## src/rtl/lsu_pkg.sv

```systemverilog
// Shared types and constants for the MEM-stage load/store unit.
package lsu_pkg;

    typedef enum logic [1:0] {
        IDLE = 2'd0,
        REQ  = 2'd1,
        WAIT = 2'd2,
        DONE = 2'd3
    } lsu_state_t;

    localparam logic [2:0] F3_B  = 3'b000;
    localparam logic [2:0] F3_H  = 3'b001;
    localparam logic [2:0] F3_W  = 3'b010;
    localparam logic [2:0] F3_BU = 3'b100;
    localparam logic [2:0] F3_HU = 3'b101;

    // Stores only come in B/H/W; loads additionally allow BU/HU.
    function automatic logic func3_illegal(input logic is_store, input logic [2:0] f3);
        if (is_store)
            return !(f3 == F3_B || f3 == F3_H || f3 == F3_W);
        else
            return (f3 == 3'b011) || (f3 == 3'b110) || (f3 == 3'b111);
    endfunction

endpackage

```

## src/rtl/lsu_align.sv

```systemverilog
// Lane steering for the data bus: byte enables, replicated store data,
// load lane extraction with sign/zero extension, and alignment check.
module lsu_align
    import lsu_pkg::*;
(
    input  logic [2:0]  func3,
    input  logic [1:0]  addr_lo,
    input  logic [31:0] store_data,
    input  logic [31:0] rdata,
    output logic [3:0]  be,
    output logic [31:0] wdata,
    output logic [31:0] load_data,
    output logic        misalign
);

    logic [31:0] lane_word;

    // Size decode drives every lane-dependent output from one case.
    always_comb begin
        be        = 4'b0000;
        wdata     = store_data;
        load_data = 32'd0;
        misalign  = 1'b0;
        lane_word = rdata >> {addr_lo, 3'b000};
        case (func3)
            F3_B, F3_BU: begin
                be        = 4'b0001 << addr_lo;
                wdata     = {4{store_data[7:0]}};
                load_data = func3[2] ? {24'd0, lane_word[7:0]}
                                     : {{24{lane_word[7]}}, lane_word[7:0]};
            end
            F3_H, F3_HU: begin
                be        = 4'b0011 << addr_lo;
                wdata     = {2{store_data[15:0]}};
                misalign  = addr_lo[0];
                load_data = func3[2] ? {16'd0, lane_word[15:0]}
                                     : {{16{lane_word[15]}}, lane_word[15:0]};
            end
            F3_W: begin
                be        = 4'b1111;
                wdata     = store_data;
                misalign  = |addr_lo;
                load_data = rdata;
            end
            default: begin
                be = 4'b0000;
            end
        endcase
    end

endmodule

```

## src/rtl/mem_lsu.sv

```systemverilog
// MEM-stage load/store unit: one valid/ready bus transaction per access,
// stalling the pipeline until the response has been taken.
//
// Handshake: a request transfers on a cycle where dbus_req_valid and
// dbus_req_ready are both high; request fields stay stable while valid is
// high and unaccepted. dbus_rsp_valid is only honoured in WAIT.
module mem_lsu
    import lsu_pkg::*;
#(
    parameter int ADDR_W = 32
) (
    input  logic              clk,
    input  logic              rst,
    input  logic              load_MEM,
    input  logic              memW_en_MEM,
    input  logic [2:0]        func3_MEM,
    input  logic [31:0]       ALUout_MEM,
    input  logic [31:0]       rs2_MEM,
    output logic              stall_MEM,
    output logic [31:0]       load_data_MEM,
    output logic              lsu_fault,
    output logic              dbus_req_valid,
    input  logic              dbus_req_ready,
    output logic [ADDR_W-1:0] dbus_addr,
    output logic              dbus_we,
    output logic [3:0]        dbus_be,
    output logic [31:0]       dbus_wdata,
    input  logic              dbus_rsp_valid,
    input  logic [31:0]       dbus_rdata,
    output lsu_state_t        state_dbg
);

    lsu_state_t  state;
    logic [2:0]  func3_q;
    logic [1:0]  lane_q;
    logic        load_q;

    logic        access;
    logic        is_store;
    logic        fault;
    logic        start;
    logic        use_live;
    logic [2:0]  sel_func3;
    logic [1:0]  sel_lo;
    logic [3:0]  al_be;
    logic [31:0] al_wdata;
    logic [31:0] al_load;
    logic        al_misalign;

    // In IDLE the aligner sees the live access; afterwards it sees the
    // captured func3/lane so load extraction does not depend on held inputs.
    assign use_live  = (state == IDLE);
    assign sel_func3 = use_live ? func3_MEM : func3_q;
    assign sel_lo    = use_live ? ALUout_MEM[1:0] : lane_q;

    lsu_align u_align (
        .func3      (sel_func3),
        .addr_lo    (sel_lo),
        .store_data (rs2_MEM),
        .rdata      (dbus_rdata),
        .be         (al_be),
        .wdata      (al_wdata),
        .load_data  (al_load),
        .misalign   (al_misalign)
    );

    // Access qualification; a store wins when both strobes are set.
    assign is_store  = memW_en_MEM;
    assign access    = load_MEM | memW_en_MEM;
    assign fault     = access & (al_misalign | func3_illegal(is_store, func3_MEM));
    assign start     = use_live & access & !fault;
    assign stall_MEM = rst & (start | (state == REQ) | (state == WAIT));
    assign lsu_fault = rst & use_live & access & fault;
    assign state_dbg = state;

    // Transaction FSM with registered bus fields and load result.
    always_ff @(posedge clk or negedge rst) begin
        if (!rst) begin
            state          <= IDLE;
            dbus_req_valid <= 1'b0;
            dbus_addr      <= '0;
            dbus_we        <= 1'b0;
            dbus_be        <= 4'b0000;
            dbus_wdata     <= 32'd0;
            load_data_MEM  <= 32'd0;
            func3_q        <= 3'd0;
            lane_q         <= 2'd0;
            load_q         <= 1'b0;
        end else begin
            case (state)
                IDLE: begin
                    if (start) begin
                        state          <= REQ;
                        dbus_req_valid <= 1'b1;
                        dbus_addr      <= {ALUout_MEM[ADDR_W-1:2], 2'b00};
                        dbus_we        <= is_store;
                        dbus_be        <= al_be;
                        dbus_wdata     <= al_wdata;
                        func3_q        <= func3_MEM;
                        lane_q         <= ALUout_MEM[1:0];
                        load_q         <= !is_store;
                    end
                end
                REQ: begin
                    if (dbus_req_ready) begin
                        dbus_req_valid <= 1'b0;
                        state          <= WAIT;
                    end
                end
                WAIT: begin
                    if (dbus_rsp_valid) begin
                        if (load_q)
                            load_data_MEM <= al_load;
                        state <= DONE;
                    end
                end
                DONE: begin
                    state <= IDLE;
                end
                default: begin
                    state <= IDLE;
                end
            endcase
        end
    end

endmodule
```

## config.mk

```make
export PLATFORM = sky130hd
export DESIGN_NAME = mem_lsu
export DESIGN_NICKNAME = d
export VERILOG_FILES = /design/src/rtl/lsu_pkg.sv /design/src/rtl/lsu_align.sv /design/src/rtl/mem_lsu.sv
export SDC_FILE = /design/constraint.sdc
export NUM_CORES = 1
export LEC_CHECK = 0
export ABC_AREA = 0
export BUFFER_PORTS_ARGS = -buffer_cell sky130_fd_sc_hd__buf_2
export CAP_MARGIN = 5
export CORE_MARGIN = 8
export CORE_UTILIZATION = 37
export CTS_CLUSTER_SIZE = 12
export DETAILED_ROUTE_END_ITERATION = 10
export GPL_TIMING_DRIVEN = 0
export SLEW_MARGIN = 40
export SYNTH_ARGS = -nofsm -noshare
export SYNTH_HDL_FRONTEND = slang
export SYNTH_SLANG_ARGS = --single-unit
```

## constraint.sdc

```tcl
create_clock -name clk -period 2.76 [get_ports clk]
set_input_delay 0.276 -clock clk [delete_from_list [all_inputs] [get_ports clk]]
set_output_delay 0.276 -clock clk [all_outputs]
set_load 0.005 [all_outputs]
```

# [Yosys cells after proc, flatten, opt, wreduce, memory -nomap -nowiden]
# Cells that the tools add are included.
[word_totals] register_bits=108 inputBits=105 output_inout_bits=106 wordCells=73
[op_classes] n_eq_ne=15 shift=3 n_mux=16 n_reduce_logical=18 bitwise=11
[op_table] cell="$pmux W32 S3" count=1
[op_table] cell="$mux W32" count=2
[op_table] cell="$pmux W32 S2" count=1
[op_table] cell="$shr A32 B5 Y16" count=1
[op_table] cell="$eq A3 B3 Y1 const B" count=4
[op_table] cell="$pmux W4 S3" count=1
[op_table] cell="$eq A3 B2 Y1 const B" count=3
[op_table] cell="$reduce_and A3 Y1" count=3
[op_table] cell="$mux W2" count=4
[op_table] cell="$pmux W2 S4" count=1
[op_table] cell="$and A1 B1 Y1" count=7
[op_table] cell="$eq A3 B1 Y1 const B" count=2
[op_table] cell="$logic_not A3 Y1" count=2
[op_table] cell="$ne A2 B2 Y1 const B" count=3
[op_table] cell="$reduce_or A2 Y1" count=3
[op_table] cell="$eq A2 B2 Y1 const B" count=2
[op_table] cell="$logic_or A1 B1 Y1" count=4
[op_table] cell="$or A1 B1 Y1" count=4
[op_table] cell="$pmux W1 S2" count=2
[op_table] cell="$shl A1 B2 Y4 const A" count=1
[op_table] cell="$shl A2 B2 Y4 const A" count=1
[op_table] cell="$logic_not A1 Y1" count=3
[op_table] cell="$mux W1" count=3
[op_table] cell="$mux W3" count=1
[op_table] cell="other kinds (4)" count=4

# [Longest topological paths before layout]
# Gate-level depths: netlist of the first run.
[depth] word_depth=12 depth_mapped=12 mapped_depth_nobuf=7

# [Hierarchy]
# Synthesis of the first run repeated with hierarchy kept, for this count alone.
[hier_totals] hier_cells=442 hier_area_um2=5515.3
[by_module_without_submodules] mod="mem_lsu" area_per_inst_um2=4276.6 cells_per_inst=256 seq_area_each_um2=2702.6 instances=1
[by_module_without_submodules] mod="lsu_align" area_per_inst_um2=1238.7 cells_per_inst=186 seq_area_each_um2=0.0 instances=1

# [Worst setup path after synthesis of the first run]
# OpenSTA, ideal clock, no wires.
[synth_timing] path_kind="reg2reg" startpoint="reg state[0] (netlist: state_dbg[0])" endpoint="reg func3_q[1]" period_less_slack_ns=2.263 t_arrival_ns=2.136 n_path_buf=4 required_time_ns=2.633 setup_ns=0.127 path_slack_ns=0.497 path_stages_with_launch=12 path_cell_list="dfrtp_1 inv_1 ha_1 buf_6 buf_8 o21ai_2 a211oi_4 nand3_2 nand2_2 buf_6 buf_6 mux2_1"
[synth_via] elab_chain_cells=10 elab_cells_between_ends=15 cone_classes="eq/ne (3); mux (3); bitwise (4); reduce/logical (5)"
[synth_lines] item="start: declaration" line_no="mem_lsu.sv:33" text="lsu_state_t state;"
[synth_lines] item="start signal: assignment" line_no="mem_lsu.sv:79" text="state <= IDLE;"
[synth_lines] item="start signal: assignment" line_no="mem_lsu.sv:93" text="state <= REQ;"
[synth_lines] item="start signal: assignment" line_no="mem_lsu.sv:107" text="state <= WAIT;"
[synth_lines] item="$logic_not A2 Y1 *" line_no="mem_lsu.sv:52, mem_lsu.sv:90"
[synth_lines] item="$mux W3" line_no="mem_lsu.sv:53" text="assign sel_func3 = use_live ? func3_MEM : func3_q;"
[synth_lines] item="$eq A3 B1 Y1 or $eq A3 B3 Y1 (tied branches)" line_no="lsu_align.sv:25" text="case (func3)"
[synth_lines] item="$reduce_or A2 Y1" line_no="lsu_align.sv:25"
[synth_lines] item="$pmux W1 S2" line_no="lsu_align.sv:25"
[synth_lines] item="$or A1 B1 Y1" line_no="mem_lsu.sv:70" text="assign fault = access & (al_misalign | func3_illegal(is_store, func3_MEM));"
[synth_lines] item="$and A1 B1 Y1" line_no="mem_lsu.sv:70"
[synth_lines] item="$logic_not A1 Y1" line_no="mem_lsu.sv:71" text="assign start = use_live & access & !fault;"
[synth_lines] item="$and A1 B1 Y1" line_no="mem_lsu.sv:71"
[synth_lines] item="$reduce_and A2 Y1 (no line) *"
[synth_lines] item="end signal: assignment" line_no="mem_lsu.sv:99" text="func3_q <= func3_MEM;"
[synth_lines] item="end: declaration" line_no="mem_lsu.sv:34" text="logic [2:0] func3_q;"
# Every way passes the cells marked *; elsewhere a longest branch is shown, timed or not.
# A chain may end at the register's enable or synchronous reset.

# [Worst setup path in the final report of the first run]
[layout_timing] startpoint="reg state[0] (netlist: state_dbg[0])" endpoint="out lsu_fault"
[layout_via] elab_chain_cells=8 elab_cells_between_ends=14 cone_classes="eq/ne (3); mux (3); bitwise (5); reduce/logical (3)"
[layout_lines] item="$logic_not A2 Y1 *" line_no="mem_lsu.sv:52" text="assign use_live = (state == IDLE);"
[layout_lines] item="$mux W3" line_no="mem_lsu.sv:53"
[layout_lines] item="$eq A3 B1 Y1 or $eq A3 B3 Y1 (tied branches)" line_no="lsu_align.sv:25"
[layout_lines] item="$reduce_or A2 Y1" line_no="lsu_align.sv:25"
[layout_lines] item="$pmux W1 S2" line_no="lsu_align.sv:25"
[layout_lines] item="$or A1 B1 Y1" line_no="mem_lsu.sv:70"
[layout_lines] item="$and A1 B1 Y1" line_no="mem_lsu.sv:70"
[layout_lines] item="$and A1 B1 Y1 *" line_no="mem_lsu.sv:73" text="assign lsu_fault = rst & use_live & access & fault;"
[layout_lines] item="end: declaration" line_no="mem_lsu.sv:21" text="output logic lsu_fault,"
# Marked as above.

==> results of run 1 <==
==> critical path, stage by stage (launching register included) <==
cell and delay (ns):
dfrtp_1 0.38, inv_2 0.05, ha_2 0.18, buf_6 0.14, nor4b_4 0.39, o21ai_2 0.13, a22o_1 0.23, buf_4 0.21
a21oi_1 0.19, buf_2 0.15
==> cell type report <==
| cell class | instances | area (sq um) |
|---|---|---|
| tap | 184 | 230 |
| fill | 1339 | 7130 |
| sequential | 108 | 2700 |
| timing repair buffer | 223 | 1190 |
| buffer | 36 | 255 |
| clock buffer | 10 | 239 |
| clock inverter | 6 | 119 |
| multi-input combinational | 340 | 2420 |
| inverter | 6 | 22.5 |
==> logic make-up (layout without fill, tap and decap cells) <==
| family | count (synthesis) | in the layout | share of synthesized area, % |
|---|---|---|---|
| AO/OA/AOI/OAI | 153 | 153 | 19.0 |
| adder cells (fa/ha/maj) | 3 | 3 | 0.704 |
| buffers and inverters | 44 | 281 | 5.30 |
| flip-flops | 108 | 108 | 50.7 |
| multiplexers | 64 | 64 | 13.5 |
| other | 1 | 2 | 0.0703 |
| AND/OR/NAND/NOR | 118 | 118 | 10.8 |
==> path summary, 6_finish.rpt <==
path | endpoint | slack (ns) | cells past startpoint
worst min-delay path | dbus_addr[6]$_DFFE_PN0P_ | 0.14 | 2
worst max-delay path | lsu_fault | 0.1 | 9
worst min register to register | load_data_MEM[15]$_DFFE_PN0P_ | 0.48 | 2
worst max register to register | dbus_addr[24]$_DFFE_PN0P_ | 0.12 | 12
min in group asynchronous | load_data_MEM[24]$_DFFE_PN0P_ | 0.40 | 2
max in group asynchronous | dbus_wdata[13]$_DFFE_PN0P_ | 1.72 | 3
==> per-stage QoR <==
step / instance area (sq um) / hold slack (ns)
finish: 7180 / 0.136
global route: 7180 / 0.126
CTS: 7090 / 0.127
detailed placement: 6650 / 0.195
global placement: 6600 / 0.464
floorplan: 5340 / -0.0196
==> registers in the layout (all words and copies together), names as in the netlist <==
signal          count
dbus_wdata         32
load_data_MEM      32
dbus_addr          30
dbus_be             4
func3_q             3
lane_q              2
state_dbg           2
dbus_req_valid      1
dbus_we             1
load_q              1
==> power breakdown <==
group	total, mW	internal (mW)	leakage [nW]	switching [mW]
Clock	1.53	0.924	0.175	0.607
Combinational	4.29	1.98	1.99	2.30
Sequential	2.79	2.34	1.31	0.446
Total	8.61	5.25	3.48	3.36
==> layer usage <==
| layer | global-route usage [%] | up-vias |
|---|---|---|
| met4 | 6.65 | 2 |
| met1 | 23.8 | 2413 |
| met5 | 0 | - |
| met2 | 29.6 | 190 |
| li1 | - | 2281 |
| met3 | 4.66 | 30 |
==> layout by cell type (no fill, tap or decap), types with 13 or more instances in the layout <==
cell	count
dfrtp_1	108
mux2_1	32
a31oi_1	26
a21oi_1	44
o21ai_0	24
and3_1	17
clkbuf_1	16
mux2_2	16
nor2_1	29
buf_4	21
mux2i_1	13
buf_2	210
nand2_1	47
==> what timing repair did <==
action | CTS | global route
hold buffers | 1 | 0
setup buffers | 4 | 11
hold endpoints to repair | 43 | 0
resized for setup | 9 | 5
endpoints found under the setup margin | 2 | 5
pin swaps | 4 | 5
==> results.toml, run 1 <==
[drt]
dr.pass1.iters = 5
viasPerCell = 5.38
met1_length_mm = 7.35
route.met3.wl_mm = 1.34
drt_iter0_drc = 401
wl_met2_mm = 8.65
vias = 4916
postRouteAntennaNets = 0
wl_per_cell_microns = 19.4
routed_wl_mm = 17.7
highest_layer = "met5"
post-route-drc-count = 0

[job]
cap_violations = 0

[clock_tree]
root_buffer = "clkbuf_16"
cts_buffers = 9
htree_levels = 3
insertion_delay_ns = 0.35
clk_pin_slew_worst_paths_ns = 0.08
cts.sinks = 108
cts_tree = "done"
clock_path_buffers = 2

[placement]
hpwl_mm = 13.7
port_buffers = 206
pre_cts_ws_ns = 0.0528
gp_congestion = 0.869
place_inst = 883

[worst_setup_path]
worstPathMaxFanout = 18
critPathCaptureType = "output port"
start_kind = "register"
cp.arrival_ns = 2.39
startpoint = "state_dbg[0]$_DFFE_PN0P_"
path_class = "register to output port"
required_ns = 2.48
reg2reg_from = "state_dbg[1]$_DFFE_PN0P_"

[timing]
finalHoldViolations = 0
fin_crit_sh_pct = 96.5
worst_slew_pin_slew_ns = 0.681
slew_violations = 0
layout_setup_ws_ns = 0.0970
finClkSkew_ns = 0.00950
clock.fmax_mhz = 376
setup_tns_ns = 0
setup_viol = 0
slew_headroom_pct = 54.4
fin_crit_ns = 2.66

[grt]
track_usage_pct = 18.5
grt_start_max_net_pins = 68
grt_first_pass_wirelength_mm = 26.9
antenna_found_initial = 1
grt_remaining_overflow = 0
grt_pass1_vias = 4901

[final_layout]
n_antenna_cell = 0
areaGrowthSynthToFinish_pct = 34.6
fin_cells = 913
post-route-util_pct = 50.2
drive_gt1_share_pct = 40.7
nNetsFinal = 832

[floorplan]
dieArea_sq_um = 18500
io-pin-count = 211
core_sq_um = 14300
die_x_microns = 136
start_util_pct = 37.3
die_y_microns = 136
rows = 44

[worst_hold_path]
min_from = "ALUout_MEM[6]"
hold_class = "primary input to register"

[yosys]
synthCells = 491
yosysMostFrequentCell = "dfrtp_1"
yosysUniqueCellTypes = 58
synth_seq_area_share_pct = 50.7
syn-cell-area_sq_um = 5330
avgSynthCellArea_sq_um = 10.9
yosys.area.top_type = "dfrtp_1"
synth_edf_count = 0
synth.area.top_cells = "dfrtp_1 51%, mux2_1 6.8%, a21oi_1 4.1%, mux2_2 3.6%, nand2_1 3.3%"
yosysTopAreaCellShare_pct = 50.7
yosys-top-cells-count = "108 x dfrtp_1, 47 x nand2_1, 44 x a21oi_1"
ys.warnings.count = 0
ys.flop_type = "dfrtp_1"
ys_ff_latch = 108
async_flop_share_pct = 100

[power]
max-vdd-ir-drop_mv = 0.478
leakage_nw = 3.48
finalPower_mw = 8.61
cellPowerDensity_nw_per_um2 = 1200

[run_status]
outcome = "completed"
Note: power is estimated with default switching activity, not from simulation.
==> inputs of run 2 (changes only) <==
--- a/constraint.sdc
+++ b/constraint.sdc
@@ -3,2 +3,2 @@
 set_output_delay 0.276 -clock clk [all_outputs]
-set_load 0.005 [all_outputs]
+set_load 0.01 [all_outputs]
==> run 2 against run 1 <==
- non-clock buffer count is 5 lower
- clock-buffer cell count stayed put
- sequential cell count stayed put
- fmax is 1.0% lower
- clock skew is 0.00058 ns lower
- power is 2.6% higher
- combinational power is 5.4% higher
- global-route usage stayed put
- hold slack better by 0.0019 ns
- clock power hardly changed
- final cell count is 0.55% lower
- largest cell class unchanged
==> results.toml, run 2 (synthesis results as in run 1) <==
[clock_tree]
root_buffer = "clkbuf_16"
clk_pin_slew_worst_paths_ns = 0.08
htree_levels = 3
clock_path_buffers = 2
cts.sinks = 108
cts_buffers = 9
insertion_delay_ns = 0.35
cts_tree = "done"

[drt]
routed_wl_mm = 17.5
drt_iter0_drc = 369
dr.pass1.iters = 5
vias = 4892
post-route-drc-count = 0
postRouteAntennaNets = 0
viasPerCell = 5.39
wl_per_cell_microns = 19.3

[final_layout]
drive_gt1_share_pct = 40.2
design_area_sq_um = 7150
n_antenna_cell = 0
final_common_cell = "buf_2"
top_regs = "dbus_wdata (32), load_data_MEM (32), dbus_addr (30)"
areaGrowthSynthToFinish_pct = 34.0
nNetsFinal = 827
post-route-util_pct = 49.9
fillers = 1338
final_cell_mix = "210 x buf_2, 108 x dfrtp_1, 47 x nand2_1"

[grt]
antenna_found_initial = 1
grt_first_pass_wirelength_mm = 26.9
grt_remaining_overflow = 0
grt_pass1_vias = 4901
grt_start_max_net_pins = 68
track_usage_pct = 18.5

[power]
cellPowerDensity_nw_per_um2 = 1240
leakage_nw = 3.46
max-vdd-ir-drop_mv = 0.485

[placement]
gp_congestion = 0.869
hpwl_mm = 13.7
pre_cts_ws_ns = 0.0350
dpl_cell_area_sq_um = 6650
port_buffers = 206

[floorplan]
die_y_microns = 136
start_util_pct = 37.3
core_sq_um = 14300
io-pin-count = 211
rows = 44
die_x_microns = 136
dieArea_sq_um = 18500

[job]
cap_violations = 0

[worst_setup_path]
crit_chain = "inv_1, ha_1, buf_6, nor4b_4, nor2_4, nand3_2, nand2_2, buf_12, o31a_1, buf_2"
max_stage_delay_ns = 0.38
worstPathMaxFanout = 19
required_ns = 2.48
start_kind = "register"
path_class = "register to output port"
critPathCaptureType = "output port"
slowest_stage = "nor4b_4"
cp.arrival_ns = 2.41

[timing]
clock.fmax_mhz = 372
rsz0062_at_grt = "true"
finClkSkew_ns = 0.00892
setup_viol = 0
slew_violations = 0
slew_headroom_pct = 55.0
fin_crit_sh_pct = 97.5
worst_slew_pin_slew_ns = 0.673
finalHoldViolations = 0
fin_crit_ns = 2.69
layout_setup_ws_ns = 0.0690

[worst_hold_path]
hold_class = "primary input to register"

[run_status]
outcome = "completed"
==> run 2: routing by layer <==
layer / part of all wire, % / GRT usage (%)
met1: 41 / 23.8
met3: 7.9 / 4.66
met5: 0.046 / 0
met2: 49 / 29.6
met4: 1.7 / 6.65
==> run 2: area by class of cell <==
cell class / count / area, sq um / share of cell area, %
Inverter: 6 / 22.5 / 0.315
Timing Repair Buffer: 218 / 1150 / 16.1
Sequential cell: 108 / 2700 / 37.8
Buffer: 36 / 259 / 3.62
Clock inverter: 6 / 119 / 1.66
Multi-Input combinational cell: 340 / 2420 / 33.9
Tap cell: 184 / 230 / 3.22
Clock buffer: 10 / 239 / 3.34
==> run 2: path summary, 6_finish.rpt <==
path | startpoint | cells after the start | slack [ns] | end
setup / recovery | state_dbg[0]$_DFFE_PN0P_ | 10 | 0.07 | stall_MEM
hold / removal | ALUout_MEM[6] | 2 | 0.14 | dbus_addr[6]$_DFFE_PN0P_
setup reg to reg | state_dbg[0]$_DFFE_PN0P_ | 10 | 0.25 | load_data_MEM[14]$_DFFE_PN0P_
hold reg to reg | load_data_MEM[15]$_DFFE_PN0P_ | 2 | 0.48 | load_data_MEM[15]$_DFFE_PN0P_
max in group asynchronous | rst | 3 | 1.72 | dbus_wdata[13]$_DFFE_PN0P_
min in group asynchronous | rst | 2 | 0.40 | load_data_MEM[9]$_DFFE_PN0P_
==> run 2: power breakdown <==
group	leakage (nW)	internal, mW	switching (mW)	total [mW]
Sequential	1.31	2.34	0.442	2.79
Clock	0.175	0.924	0.607	1.53
Combinational	1.97	1.96	2.56	4.52
==> run 2: timing repair <==
item / 4_1_cts / 5_1_grt
hold buffers: 1 / 0
pin swaps: 5 / 2
endpoints found under the setup margin: 2 / 5
gates resized for setup: 9 / 5
hold endpoints to repair: 43 / 0
setup buffers: 4 / 6
==> run 2: through the flow <==
| stage | power (mW) | instances | TNS (ns) | hold slack, ns |
|---|---|---|---|---|
| finish | 8.83 | 908 | 0 | 0.138 |
| global route | 9.46 | 908 | -0.0436 | 0.126 |
| CTS | 8.81 | 903 | -0.0901 | 0.127 |
| detailed placement | 7.18 | 883 | 0 | 0.195 |
| global placement | 7.04 | 882 | -0.373 | 0.464 |
| floorplan | 5.49 | 492 | 0 | -0.0196 |
==> run 2: critical path: cells and delay by family, from the launching register on <==
family / cells / cell delay, ns
AOI/OAI and AO/OA: 1 / 0.25
adders and majority gates: 1 / 0.21
DFF: 1 / 0.37
buffers and inverters: 4 / 0.52
and+or+nand+nor: 4 / 0.70
